==> config.mk <==
export PLATFORM = sky130hd
export DESIGN_NAME = fsb_seq_flat
export DESIGN_NICKNAME = d
export VERILOG_FILES = /design/src/rtl/fsb_seq_pkg.sv /design/src/rtl/fsb_seq_if.sv /design/src/rtl/fsb_seq_timeout.sv /design/src/rtl/fsb_seq.sv /design/src/flat_wrapper.sv
export SDC_FILE = /design/constraint.sdc
export NUM_CORES = 1
export LEC_CHECK = 0
export ABC_CLOCK_PERIOD_IN_PS = 2110
export CORE_UTILIZATION = 54
export DETAILED_ROUTE_END_ITERATION = 8
export PLACE_DENSITY = 0.89
export REMOVE_ABC_BUFFERS = 1
export SLEW_MARGIN = 25
export SYNTH_ARGS = -nofsm -noshare
export SYNTH_HDL_FRONTEND = slang
export SYNTH_SLANG_ARGS = --single-unit
==> constraint.sdc <==
create_clock -name FCLK -period 2.11 [get_ports FCLK]
set_input_delay 0.3165 -clock FCLK [delete_from_list [all_inputs] [get_ports FCLK]]
set_output_delay 0.3165 -clock FCLK [all_outputs]
set_load 0.02 [all_outputs]
==> src/rtl/fsb_seq_pkg.sv <==
// Shared FSB definitions: sequencer state encoding and counter widths.
// Latency: n/a (types and constants only).
// Backpressure: n/a.
package fsb_seq_pkg;

  localparam int CNT_W  = 8;  // timeout counter width
  localparam int ROMW_W = 4;  // ROM wait counter width (ROMWS is 0..15)

  typedef enum logic [2:0] {
    S_IDLE       = 3'd0,
    S_ROMW       = 3'd1,
    S_RAMW       = 3'd2,
    S_IOWAITIDLE = 3'd3,
    S_IOREQ      = 3'd4,
    S_DONE       = 3'd5,
    S_ERR        = 3'd6
  } state_t;

endpackage

==> src/rtl/fsb_seq_if.sv <==
// FSB sequencer bus bundle: selects and ready sources in, ready/error/IO request out.
// Latency: n/a (wires only).
// Backpressure: n/a; the 68000 cycle is held by BACT until a ready or error returns.
interface fsb_seq_if;

  logic BACT;
  logic IACS;
  logic ROMCS;
  logic RAMCS;
  logic IOCS;
  logic RAMReady;
  logic IOACK;
  logic IOBERR;
  logic IOREQ;
  logic Ready0;
  logic Ready1;
  logic BERR0;

  // Bus / environment side: drives the cycle and the completion sources.
  modport master (
    output BACT, IACS, ROMCS, RAMCS, IOCS, RAMReady, IOACK, IOBERR,
    input  IOREQ, Ready0, Ready1, BERR0
  );

  // Sequencer side.
  modport slave (
    input  BACT, IACS, ROMCS, RAMCS, IOCS, RAMReady, IOACK, IOBERR,
    output IOREQ, Ready0, Ready1, BERR0
  );

endinterface

==> src/rtl/fsb_seq_timeout.sv <==
// Saturating wait-state counter; flags expiry on the cycle that is the TIMEOUT-th counted one.
// Latency: expired_o is combinational from the count register and en_i only (no bus input path).
// Backpressure: none; counts while en_i, holds at timeout_i, cleared by clr_i.
module fsb_timeout
  import fsb_seq_pkg::*;
(
  input  logic             FCLK,
  input  logic             nRES,
  input  logic             clr_i,
  input  logic             en_i,
  input  logic [CNT_W-1:0] timeout_i,
  output logic             expired_o
);

  logic [CNT_W-1:0] cnt_q, cnt_d;

  // Next count: clear wins, otherwise count up while enabled and stop at the limit.
  always_comb begin
    cnt_d = cnt_q;
    if (clr_i) begin
      cnt_d = '0;
    end else if (en_i && (cnt_q < timeout_i)) begin
      cnt_d = cnt_q + CNT_W'(1);
    end
  end

  // Count register.
  always_ff @(posedge FCLK or negedge nRES) begin
    if (!nRES) begin
      cnt_q <= '0;
    end else begin
      cnt_q <= cnt_d;
    end
  end

  // This cycle's increment brings the count to the limit, so leave on this edge.
  assign expired_o = en_i && (cnt_q >= (timeout_i - CNT_W'(1)));

endmodule

==> src/rtl/fsb_seq.sv <==
// FSB cycle sequencer: steers a 68000 bus cycle to ROM/RAM/IO/IACK and returns ready or bus error.
// Latency: every output is registered; ROM ready ROMWS+1 edges after IDLE exit, RAM/IO one edge after completion.
// Backpressure: holds ready/error until BACT drops; BACT low aborts any wait on the next edge.
module fsb_seq
  import fsb_seq_pkg::*;
#(
  parameter int unsigned ROMWS   = 2,
  parameter int unsigned TIMEOUT = 255
) (
  input  logic      FCLK,
  input  logic      nRES,
  fsb_seq_if.slave  bus
);

  localparam logic [CNT_W-1:0]  TMO_C   = CNT_W'(TIMEOUT);
  localparam logic [ROMW_W-1:0] ROMWS_C = ROMW_W'(ROMWS);

  state_t            state_q, state_d;
  logic [ROMW_W-1:0] rom_q, rom_d;
  logic              ready_q, ready_d;
  logic              berr_q, berr_d;
  logic              ioreq_q, ioreq_d;
  logic              tmo_clr, tmo_en, tmo_exp;

  assign tmo_clr = (state_q == S_IDLE);
  assign tmo_en  = (state_q == S_ROMW) || (state_q == S_RAMW) ||
                   (state_q == S_IOWAITIDLE) || (state_q == S_IOREQ);

  fsb_timeout u_timeout (
    .FCLK      (FCLK),
    .nRES      (nRES),
    .clr_i     (tmo_clr),
    .en_i      (tmo_en),
    .timeout_i (TMO_C),
    .expired_o (tmo_exp)
  );

  // Next state and next (registered) outputs; completion beats timeout, BACT low beats all.
  always_comb begin
    state_d = state_q;
    rom_d   = '0;
    case (state_q)
      S_IDLE: begin
        if (bus.BACT) begin
          if      (bus.IACS)  state_d = S_DONE;
          else if (bus.ROMCS) state_d = S_ROMW;
          else if (bus.RAMCS) state_d = S_RAMW;
          else if (bus.IOCS)  state_d = S_IOWAITIDLE;
          else                state_d = S_ERR;
        end
      end
      S_ROMW: begin
        rom_d = rom_q + ROMW_W'(1);
        if      (rom_q == ROMWS_C) state_d = S_DONE;
        else if (tmo_exp)          state_d = S_ERR;
      end
      S_RAMW: begin
        if      (bus.RAMReady) state_d = S_DONE;
        else if (tmo_exp)      state_d = S_ERR;
      end
      S_IOWAITIDLE: begin
        // Wait out a stale acknowledge before raising a fresh request.
        if      (tmo_exp)    state_d = S_ERR;
        else if (!bus.IOACK) state_d = S_IOREQ;
      end
      S_IOREQ: begin
        if      (bus.IOACK) state_d = bus.IOBERR ? S_ERR : S_DONE;
        else if (tmo_exp)   state_d = S_ERR;
      end
      S_DONE, S_ERR: begin
        if (!bus.BACT) state_d = S_IDLE;
      end
      default: state_d = S_IDLE;
    endcase
    if ((state_q != S_IDLE) && !bus.BACT) begin
      state_d = S_IDLE;
    end
    ready_d = (state_d == S_DONE);
    berr_d  = (state_d == S_ERR);
    ioreq_d = (state_d == S_IOREQ);
  end

  // State, ROM wait count and output registers.
  always_ff @(posedge FCLK or negedge nRES) begin
    if (!nRES) begin
      state_q <= S_IDLE;
      rom_q   <= '0;
      ready_q <= 1'b0;
      berr_q  <= 1'b0;
      ioreq_q <= 1'b0;
    end else begin
      state_q <= state_d;
      rom_q   <= rom_d;
      ready_q <= ready_d;
      berr_q  <= berr_d;
      ioreq_q <= ioreq_d;
    end
  end

  assign bus.Ready0 = ready_q;
  assign bus.Ready1 = ready_q;
  assign bus.BERR0  = berr_q;
  assign bus.IOREQ  = ioreq_q;

endmodule

==> src/flat_wrapper.sv <==
// flat-port wrapper written by rule: the top's interface ports become plain ports
module fsb_seq_flat import fsb_seq_pkg::*;
#(
  parameter int unsigned ROMWS   = 2,
  parameter int unsigned TIMEOUT = 255
)
  (FCLK, nRES, bus_BACT, bus_IACS, bus_ROMCS, bus_RAMCS, bus_IOCS, bus_RAMReady, bus_IOACK, bus_IOBERR, bus_IOREQ, bus_Ready0, bus_Ready1, bus_BERR0);
  fsb_seq_if bus_i ();
  input  logic FCLK;
  input  logic nRES;
  input wire logic [$bits(bus_i.BACT)-1:0] bus_BACT;
  input wire logic [$bits(bus_i.IACS)-1:0] bus_IACS;
  input wire logic [$bits(bus_i.ROMCS)-1:0] bus_ROMCS;
  input wire logic [$bits(bus_i.RAMCS)-1:0] bus_RAMCS;
  input wire logic [$bits(bus_i.IOCS)-1:0] bus_IOCS;
  input wire logic [$bits(bus_i.RAMReady)-1:0] bus_RAMReady;
  input wire logic [$bits(bus_i.IOACK)-1:0] bus_IOACK;
  input wire logic [$bits(bus_i.IOBERR)-1:0] bus_IOBERR;
  output wire logic [$bits(bus_i.IOREQ)-1:0] bus_IOREQ;
  output wire logic [$bits(bus_i.Ready0)-1:0] bus_Ready0;
  output wire logic [$bits(bus_i.Ready1)-1:0] bus_Ready1;
  output wire logic [$bits(bus_i.BERR0)-1:0] bus_BERR0;
  assign bus_i.BACT = bus_BACT;
  assign bus_i.IACS = bus_IACS;
  assign bus_i.ROMCS = bus_ROMCS;
  assign bus_i.RAMCS = bus_RAMCS;
  assign bus_i.IOCS = bus_IOCS;
  assign bus_i.RAMReady = bus_RAMReady;
  assign bus_i.IOACK = bus_IOACK;
  assign bus_i.IOBERR = bus_IOBERR;
  assign bus_IOREQ = bus_i.IOREQ;
  assign bus_Ready0 = bus_i.Ready0;
  assign bus_Ready1 = bus_i.Ready1;
  assign bus_BERR0 = bus_i.BERR0;
  fsb_seq #(.ROMWS(ROMWS), .TIMEOUT(TIMEOUT)) u_core (.FCLK(FCLK), .nRES(nRES), .bus(bus_i));
endmodule
======== Yosys cells after proc, flatten, opt, wreduce, memory -nomap -nowiden ========
Cells that the tools add are included.
W data, S select, Z words.
cells by class
  $add $sub $neg .......................... 2
  order comparisons ....................... 2
  equal/unequal tests ..................... 10
  muxes and demuxes ....................... 18
  reductions and logical operators ........ 11
operators with widths
  kind                   number
  $mux W3                13
  $eq A3 B3 Y1 const B   6
  $pmux W3 S6            1
  $mux W8                2
  $add A8 B1 Y8 const B  1
  $ge A8 B8 Y1 const B   1
  $lt A8 B8 Y1 const B   1
  $eq A3 B2 Y1 const B   2
  $add A4 B1 Y4 const B  1
  $eq A4 B2 Y1 const B   1
  $mux W4                1
  $eq A3 B1 Y1 const B   1
  $logic_and A1 B1 Y1    3
  $logic_not A3 Y1       1
  $logic_or A1 B1 Y1     3
  $reduce_bool A3 Y1     1
  $mux W2                1
  $reduce_bool A2 Y1     1
  $reduce_or A2 Y1       1
  $logic_not A1 Y1       1
word-level totals
  register bits after elaboration ......... 18
  input port bits ......................... 10
  output and inout port bits .............. 4

======== Logic depth before layout (Yosys ltp) ========
  depth after elaboration ................. 10
  gate-level depth with buffers ........... 7
  mapped depth without buffers ............ 7

======== Cells and area by module ========
A second synthesis with hierarchy kept.
unflattened totals
  cells, all modules ...................... 177
  area, all modules ....................... 1610.3 µm²
by module, submodules not included
  module       times used  cells an instance  area an instance (µm²)  sequential area each (µm²)
  fsb_timeout  1           103                922.1                   200.2
  fsb_seq      1           74                 688.2                   250.2

======== Worst setup path before layout ========
No wires, ideal clock.
  path type ............................... reg-to-reg
  start point ............................. reg u_core.u_timeout.cnt_q[0]
  end point ............................... reg u_core.ioreq_q, in the netlist u_core.bus.IOREQ
  arrival time ............................ 1.546 ns
  setup slack ............................. 0.423 ns
  cell stages (with the launch flop) ...... 8
  period minus slack after synthesis ...... 1.687 ns
  path through ............................ dfrtp_1 inv_1 ha_1 o2111a_2 nand2_1 a21oi_2 o41ai_2 nor4_1
on the way
  word-level cells in the longest chain between the ends .. 7
ends and longest elaborated chain
  item                        RTL line                                     source
  start, declared             fsb_seq_timeout.sv:15                        logic [CNT_W-1:0] cnt_q, cnt_d;
  start signal, assigned      fsb_seq_timeout.sv:32                        cnt_q <= cnt_d;
  $ge A8 B8 Y1 *              fsb_seq_timeout.sv:37                        assign expired_o = en_i && (cnt_q >= (timeout_i - CNT_W'(1)));
  $logic_and A1 B1 Y1 *       fsb_seq_timeout.sv:37
  $mux W3                     fsb_seq.sv:55, fsb_seq.sv:59, fsb_seq.sv:68
  $mux W3 (on tied branches)  fsb_seq.sv:67, fsb_seq.sv:54, fsb_seq.sv:58
  $pmux W3 S6 *               fsb_seq.sv:42                                case (state_q)
  $mux W3 *                   fsb_seq.sv:75                                if ((state_q != S_IDLE) && !bus.BACT) begin
  $eq A3 B3 Y1 *              fsb_seq.sv:80                                ioreq_d = (state_d == S_IOREQ);
  net u_core.ioreq_d          fsb_seq.sv:22                                logic ioreq_q, ioreq_d;
  end signal, assigned        fsb_seq.sv:96                                ioreq_q <= ioreq_d;
  end, declared               fsb_seq.sv:22
The timed path passes the listed nets; every way through them passes the cells marked *.
A chain may end at the register's enable or synchronous reset.

======== Final worst setup path ========
Same ends and word-level chain as after synthesis.

==> flow_summary.ini <==
[route]
via_count = 949
drcViolationCount = 0
antenna_left = 0
firstDrtPassIters = 4
wire_per_inst_um = 14.3
drt_iter0_markers = 19
avgViaCountPerCell = 5.75
wl_um = 2360

[critical_path]
worst_setup_path_start_kind = flip-flop
cp_cell_sequence = inv_1 > ha_1 > o2111a_2 > nand2_1 > a21oi_2 > o41ai_2 > nor4_1
critPathMaxStageDelay_ns = 0.50
arrival_ns = 2.05
cp.required_ns = 2.27
setup.worst_path.class = reg2reg
cpMaxStageDelayCell = o41ai_2
cp_max_fo = 4
endpoint_kind = flip-flop

[synthesis]
async_reset_ff_share_pct = 100
netlist_area_sq_mm = 0.00116
synth-edff-count = 0
syn_area_per_cell_sq_um = 9.52
ys_seq_area_share_pct = 38.8
synth-main-ff-cell = dfrtp_1
ys_types = 41
ys_warn_count = 0
synth_seq_cells = 18
syn_inst = 122

[worst_hold_path]
min_path_type = in2async

[power_and_ir_drop]
p_leak_nw = 0.569
p_sw_share_pct = 43.3
irDropWorstVdd_mv = 0.749
p_int_mw = 0.858
seq_power_share_pct = 35.2
clkPwrFrac_pct = 13.6
p_sw_mw = 0.655
combinationalPowerShare_pct = 51.1
power_density_mw_per_mm2 = 1110

[clocking]
path_clk_slew_ns = 0.10
clockBufferDepth = 2
htree_levels = 1
tritoncts = yes
cts_sinks = 18
cts_inserted_buffers = 3
post_cts_buffers = 0
cts_hold_buf = 0
clock-root-buffer = clkbuf_4
cts_resized = 0
clk_latency_ns = 0.28

[global_routing]
grt_max_degree = 19
grt_pass1_vias = 966
grt_pass1_wl_um = 4200
antenna_found_initial = 0
grt_usage_pct = 23.2
grt_overflow = 0

[timing]
setup_slack_ns = 0.215
slew_headroom_pct = 68.8
setup_tns_ns = 0
hold_viol_final = 0
min_period_ns = 1.89
worstMarginPinSlew_ns = 0.462
max_freq_mhz = 528
period_share_pct = 89.8
finalClockSkew_ns = 0.00145
setup_viol = 0
rsz0062_at_grt = false
slew_violations = 0

[die]
die_y_um = 48.4
dieWidth_um = 48.4
initial_core_util_pct = 58.6
num_io_pins = 14
dieArea_sq_mm = 0.00234
core_area_sq_mm = 0.00198
rows = 16

[cells_and_area]
post-route-util_pct = 68.6
finalNetCount = 153
syn_to_final_growth_pct = 17.1
antenna_cells = 0
nFillCells = 155
drive_above_1_share_pct = 16.7

[status]
status = completed

[placement]
numPortBuffers = 13
dpl_worst_slack_ns = 0.0734
routabilityCongestion = 0.844
dp_hpwl_um = 1870

[flow_run]
maxCapViolCount = 0
-- area by class of cell --
cell class,instances,area [sq um],area share (%)
multi-input combinational,93,653,48.0
sequential,18,450,33.1
timing repair buffer,18,168,12.3
clock buffer,4,36.3,2.67
tap,27,33.8,2.48
inverter,5,18.8,1.38
-- final timing paths --
path / to / from / slack, ns / depth (start not counted)
min: u_core.u_timeout.cnt_q[1]$_DFFE_PN0P_ / nRES / 0.34 / 2
max reg2reg: u_core.bus.IOREQ$_DFF_PN0_ / u_core.u_timeout.cnt_q[0]$_DFFE_PN0P_ / 0.22 / 7
max in group asynchronous: u_core.bus.Ready0$_DFF_PN0_ / nRES / 1.58 / 2
max: u_core.bus.IOREQ$_DFF_PN0_ / u_core.u_timeout.cnt_q[0]$_DFFE_PN0P_ / 0.22 / 7
min reg2reg: u_core.rom_q[0]$_DFF_PN0_ / u_core.rom_q[0]$_DFF_PN0_ / 0.52 / 1
min in group FCLK: u_core.rom_q[0]$_DFF_PN0_ / u_core.rom_q[0]$_DFF_PN0_ / 0.52 / 1
-- cells in the final DEF (no fill, tap or decap), types with 2 or more instances in the layout --
master,count
nor4_2,2
clkbuf_4,3
xnor2_1,8
or3b_1,2
ha_1,4
o21ai_0,3
nor2b_1,2
nand2_1,11
nor3_1,3
a21oi_1,3
and3_1,2
clkdlybuf4s50_1,13
and3_4,2
buf_4,5
nand3_1,3
inv_1,5
o311ai_0,2
a21o_1,2
dfrtp_1,18
nor4b_2,2
nor2_1,19
nor4b_1,2
nor4_1,2
nor2_2,2
-- metrics by stage --
stage	total power, mW	hold slack [ns]	area (sq um)	instances
after floorplan	1.05	0.0209	1120	116
after global placement	1.26	0.480	1320	161
after detailed placement	1.30	0.503	1320	161
after CTS	1.52	0.341	1360	165
after global routing	1.64	0.364	1360	165
final	1.51	0.341	1360	165
-- sequential cells by signal, summed over array words and instances (netlist names) --
| register | flops |
|---|---|
| u_core.u_timeout.cnt_q | 8 |
| u_core.rom_q | 4 |
| u_core.state_q | 3 |
| u_core.bus.BERR0 | 1 |
| u_core.bus.IOREQ | 1 |
| u_core.bus.Ready0 | 1 |
-- synthesized netlist by cell type (2+ instances only) --
cell | instances | area [sq um]
nor4b_2 | 2 | 30.0
nand3_1 | 3 | 15.0
dfrtp_1 | 18 | 450
nor4b_1 | 2 | 17.5
nor2b_1 | 2 | 12.5
nor2_1 | 19 | 71.3
nor3_1 | 3 | 15.0
o21ai_0 | 3 | 15.0
o311ai_0 | 2 | 17.5
and3_4 | 2 | 22.5
ha_1 | 4 | 50.1
buf_2 | 4 | 20.0
a21o_1 | 2 | 15.0
nor4_2 | 2 | 25.0
nor2_2 | 2 | 12.5
nand2_1 | 11 | 41.3
nor4_1 | 2 | 12.5
and3_1 | 2 | 12.5
xnor2_1 | 8 | 70.1
or3b_1 | 2 | 17.5
a21oi_1 | 3 | 15.0
inv_1 | 5 | 18.8
-- metal layers --
layer / up-vias / GRT usage (%) / share of wire (%)
li1: 462 / - / -
met1: 452 / 28.4 / 44
met2: 29 / 40.6 / 51
met3: 6 / 2.52 / 2.8
met4: 0 / 11.3 / 2.2
met5: - / 0 / 0
-- power groups by stage --
| stage | Sequential (mW) | Combinational (mW) | Clock [mW] |
|---|---|---|---|
| 6_report | 0.533 | 0.774 | 0.206 |
| 4_1_cts | 0.528 | 0.772 | 0.215 |
| 2_1_floorplan | 0.564 | 0.487 | 0 |
| 5_1_grt | 0.547 | 0.860 | 0.231 |
| 3_5_place_dp | 0.536 | 0.768 | 0 |
| 3_3_place_gp | 0.526 | 0.732 | 0 |
-- kinds of logic after synthesis --
group / after synthesis / share of synthesized area (%)
adders and majority gates: 4 / 4.31
muxes: 1 / 0.862
AOI/OAI and AO/OA: 20 / 14.1
DFF: 18 / 38.8
xor gates and xnor gates: 10 / 8.19
buffers and inverters: 11 / 4.96
and+or+nand+nor: 58 / 28.8
-- critical path: cells and delay by family (launching register included) --
family,cells,cell delay (ns)
flip-flops,1,0.43
buffers and inverters,1,0.06
AND/OR/NAND/NOR,2,0.22
AO/OA/AOI/OAI,3,0.87
adder cells (fa/ha/maj),1,0.20
Note: power is estimated with default switching activity, not from simulation.
==> RTL edit: new RTL, same settings <==
Re-encode `state_t` (7 states) as Gray code, 3 bits wide.
--- a/src/rtl/fsb_seq_pkg.sv
+++ b/src/rtl/fsb_seq_pkg.sv
@@ -7,13 +7,13 @@
   localparam int ROMW_W = 4;  // ROM wait counter width (ROMWS is 0..15)
 
   typedef enum logic [2:0] {
-    S_IDLE       = 3'd0,
-    S_ROMW       = 3'd1,
-    S_RAMW       = 3'd2,
-    S_IOWAITIDLE = 3'd3,
-    S_IOREQ      = 3'd4,
-    S_DONE       = 3'd5,
-    S_ERR        = 3'd6
+    S_IDLE       = 3'b000,
+    S_ROMW       = 3'b001,
+    S_RAMW       = 3'b011,
+    S_IOWAITIDLE = 3'b010,
+    S_IOREQ      = 3'b110,
+    S_DONE       = 3'b111,
+    S_ERR        = 3'b101
   } state_t;
 
 endpackage
Check against the original RTL: same outputs for any inputs over 10 cycles, from zero or initial values; not proved beyond that.
==> RTL edit against the original RTL <==
Routed wire length down 7.2%; worst setup slack better by 0.20 ns; cell count down 5.5%; cell area down 7.5%; area after synthesis down 8.1%; hold slack worse by 0.0087 ns; power down 15%; sequential share of layout area up 2.7 points; sequential cell count unchanged; largest cell class unchanged; largest power group unchanged.
==> RTL edit: results (changes against the original RTL) <==
root buffer cell clkbuf_4; pre-CTS setup slack 0.344 ns (+0.270 ns); Synth area leaders dfrtp_1, nor2_1, ha_1, nand2_1, nor3_1; Warnings, synthesis 0 (unchanged); vias in the first global route 850 (-12%); relative slew slack 70.9% (+2.0 points); number of fill cells 144 (-7.1%); Yosys cell types 34 (-17%); Setup Viol. Count Final 0 (unchanged); register area share after synthesis 42.2% (+3.4 points); Top Metal Used met4; CTS resizes 0 (unchanged); outcome finished clean; critical-path maximum fanout 7 (+3); clock buffer count from CTS 3 (unchanged); Antenna Cells 0 (unchanged); Primary FF master, synth dfrtp_1; DR WL/cell 14.0 um (-1.9%); total track usage 24.0% (+0.85 points); metal3 WL 87 um (+34%); layout cells sized above 1 13.7% (-2.9 points); Hold Path Class in2async; initial antenna violation count 0 (unchanged); first-pass GRT wire length 3560 um (-15%); nets 146 (-4.6%); Leakage 0.528 nW (-7.3%); cell types with the highest counts after synthesis dfrtp_1, nor2_1, nand2_1; ys async rst share 100% (unchanged); setup bufs post-CTS 0 (unchanged); worst-case vdd ir drop 0.635 mV (-15%); CTS Buffer Depth 2 (unchanged); largest net degree at the start of global routing 19 (unchanged); biggest regs u_core.u_timeout.cnt_q x8, u_core.rom_q x4, u_core.state_q x3; # H-tree levels 1 (unchanged); clk_lat worst skew 0.30 ns (+0.02 ns); Final GP Congestion 0.937 (+11%); Worst Clk Skew 0.00294 ns (+0.00148 ns); Worst EP arrival 1.88 ns (-0.17 ns); Met2 Wirelength 1140 um (-4.4%); Routed Antenna Nets 0 (unchanged); First-pass DRT Iterations 4 (unchanged); via count 891 (-6.1%); HPWL Detailed 1720 um (-7.9%); M1 WL 928 um (-11%); # port buffers 13 (unchanged); DR iter-0 viols 23 (+4); Clock Pin Slew Worst Setup and Hold Paths 0.10 ns (about the same)
-- RTL edit: path summary, 6_finish.rpt --
| check | startpoint | end | slack (ns) | cells past startpoint |
|---|---|---|---|---|
| max in group asynchronous | nRES | u_core.rom_q[1]$_DFF_PN0_ | 1.58 | 2 |
| worst max register to register | u_core.state_q[0]$_DFF_PN0_ | u_core.bus.Ready0$_DFF_PN0_ | 0.42 | 5 |
| min in group FCLK | u_core.rom_q[0]$_DFF_PN0_ | u_core.rom_q[0]$_DFF_PN0_ | 0.49 | 1 |
| worst min register to register | u_core.rom_q[0]$_DFF_PN0_ | u_core.rom_q[0]$_DFF_PN0_ | 0.49 | 1 |
| worst min-delay path | nRES | u_core.u_timeout.cnt_q[1]$_DFFE_PN0P_ | 0.33 | 2 |
| worst max-delay path | u_core.state_q[0]$_DFF_PN0_ | u_core.bus.Ready0$_DFF_PN0_ | 0.42 | 5 |
-- RTL edit: critical path, stage by stage, from the launching register on --
cell      delay (ns)
dfrtp_1         0.47
or2_1           0.33
o211ai_2        0.14
o21ai_0         0.19
a221oi_2        0.36
nor3_1          0.09
-- RTL edit: cells by family after synthesis --
logic type                 synth area share, %
DFF                                       42.2
buffers and inverters                     5.51
AOI/OAI and AO/OA                         15.6
and+or+nand+nor                           25.0
adders and majority gates                 4.69
xor gates and xnor gates                  4.10
muxes                                     2.93
-- RTL edit: layout make-up --
class                      count  share of cell area [%]
clock buffer                   4                    2.88
sequential                    18                    35.8
multi-input combinational     86                    44.3
timing repair buffer          17                    12.7
tap                           25                    2.49
inverter                       6                    1.79
-- RTL edit: metrics by stage --
step | cell area, sq um | instances
finish | 1260 | 156
CTS | 1260 | 156
detailed placement | 1220 | 152
floorplan | 1030 | 110
global placement | 1220 | 152
global route | 1260 | 156
-- RTL edit: layer usage --
layer	global-route usage, %	up-vias
li1	-	438
met1	28.5	426
met2	42.5	23
met3	3.92	4
met4	9.41	0
met5	0	-
-- RTL edit: where the power goes --
part	total [mW]	switching (mW)	internal (mW)
Combinational	0.567	0.318	0.249
Clock	0.214	0.109	0.105
Sequential	0.511	0.0946	0.416
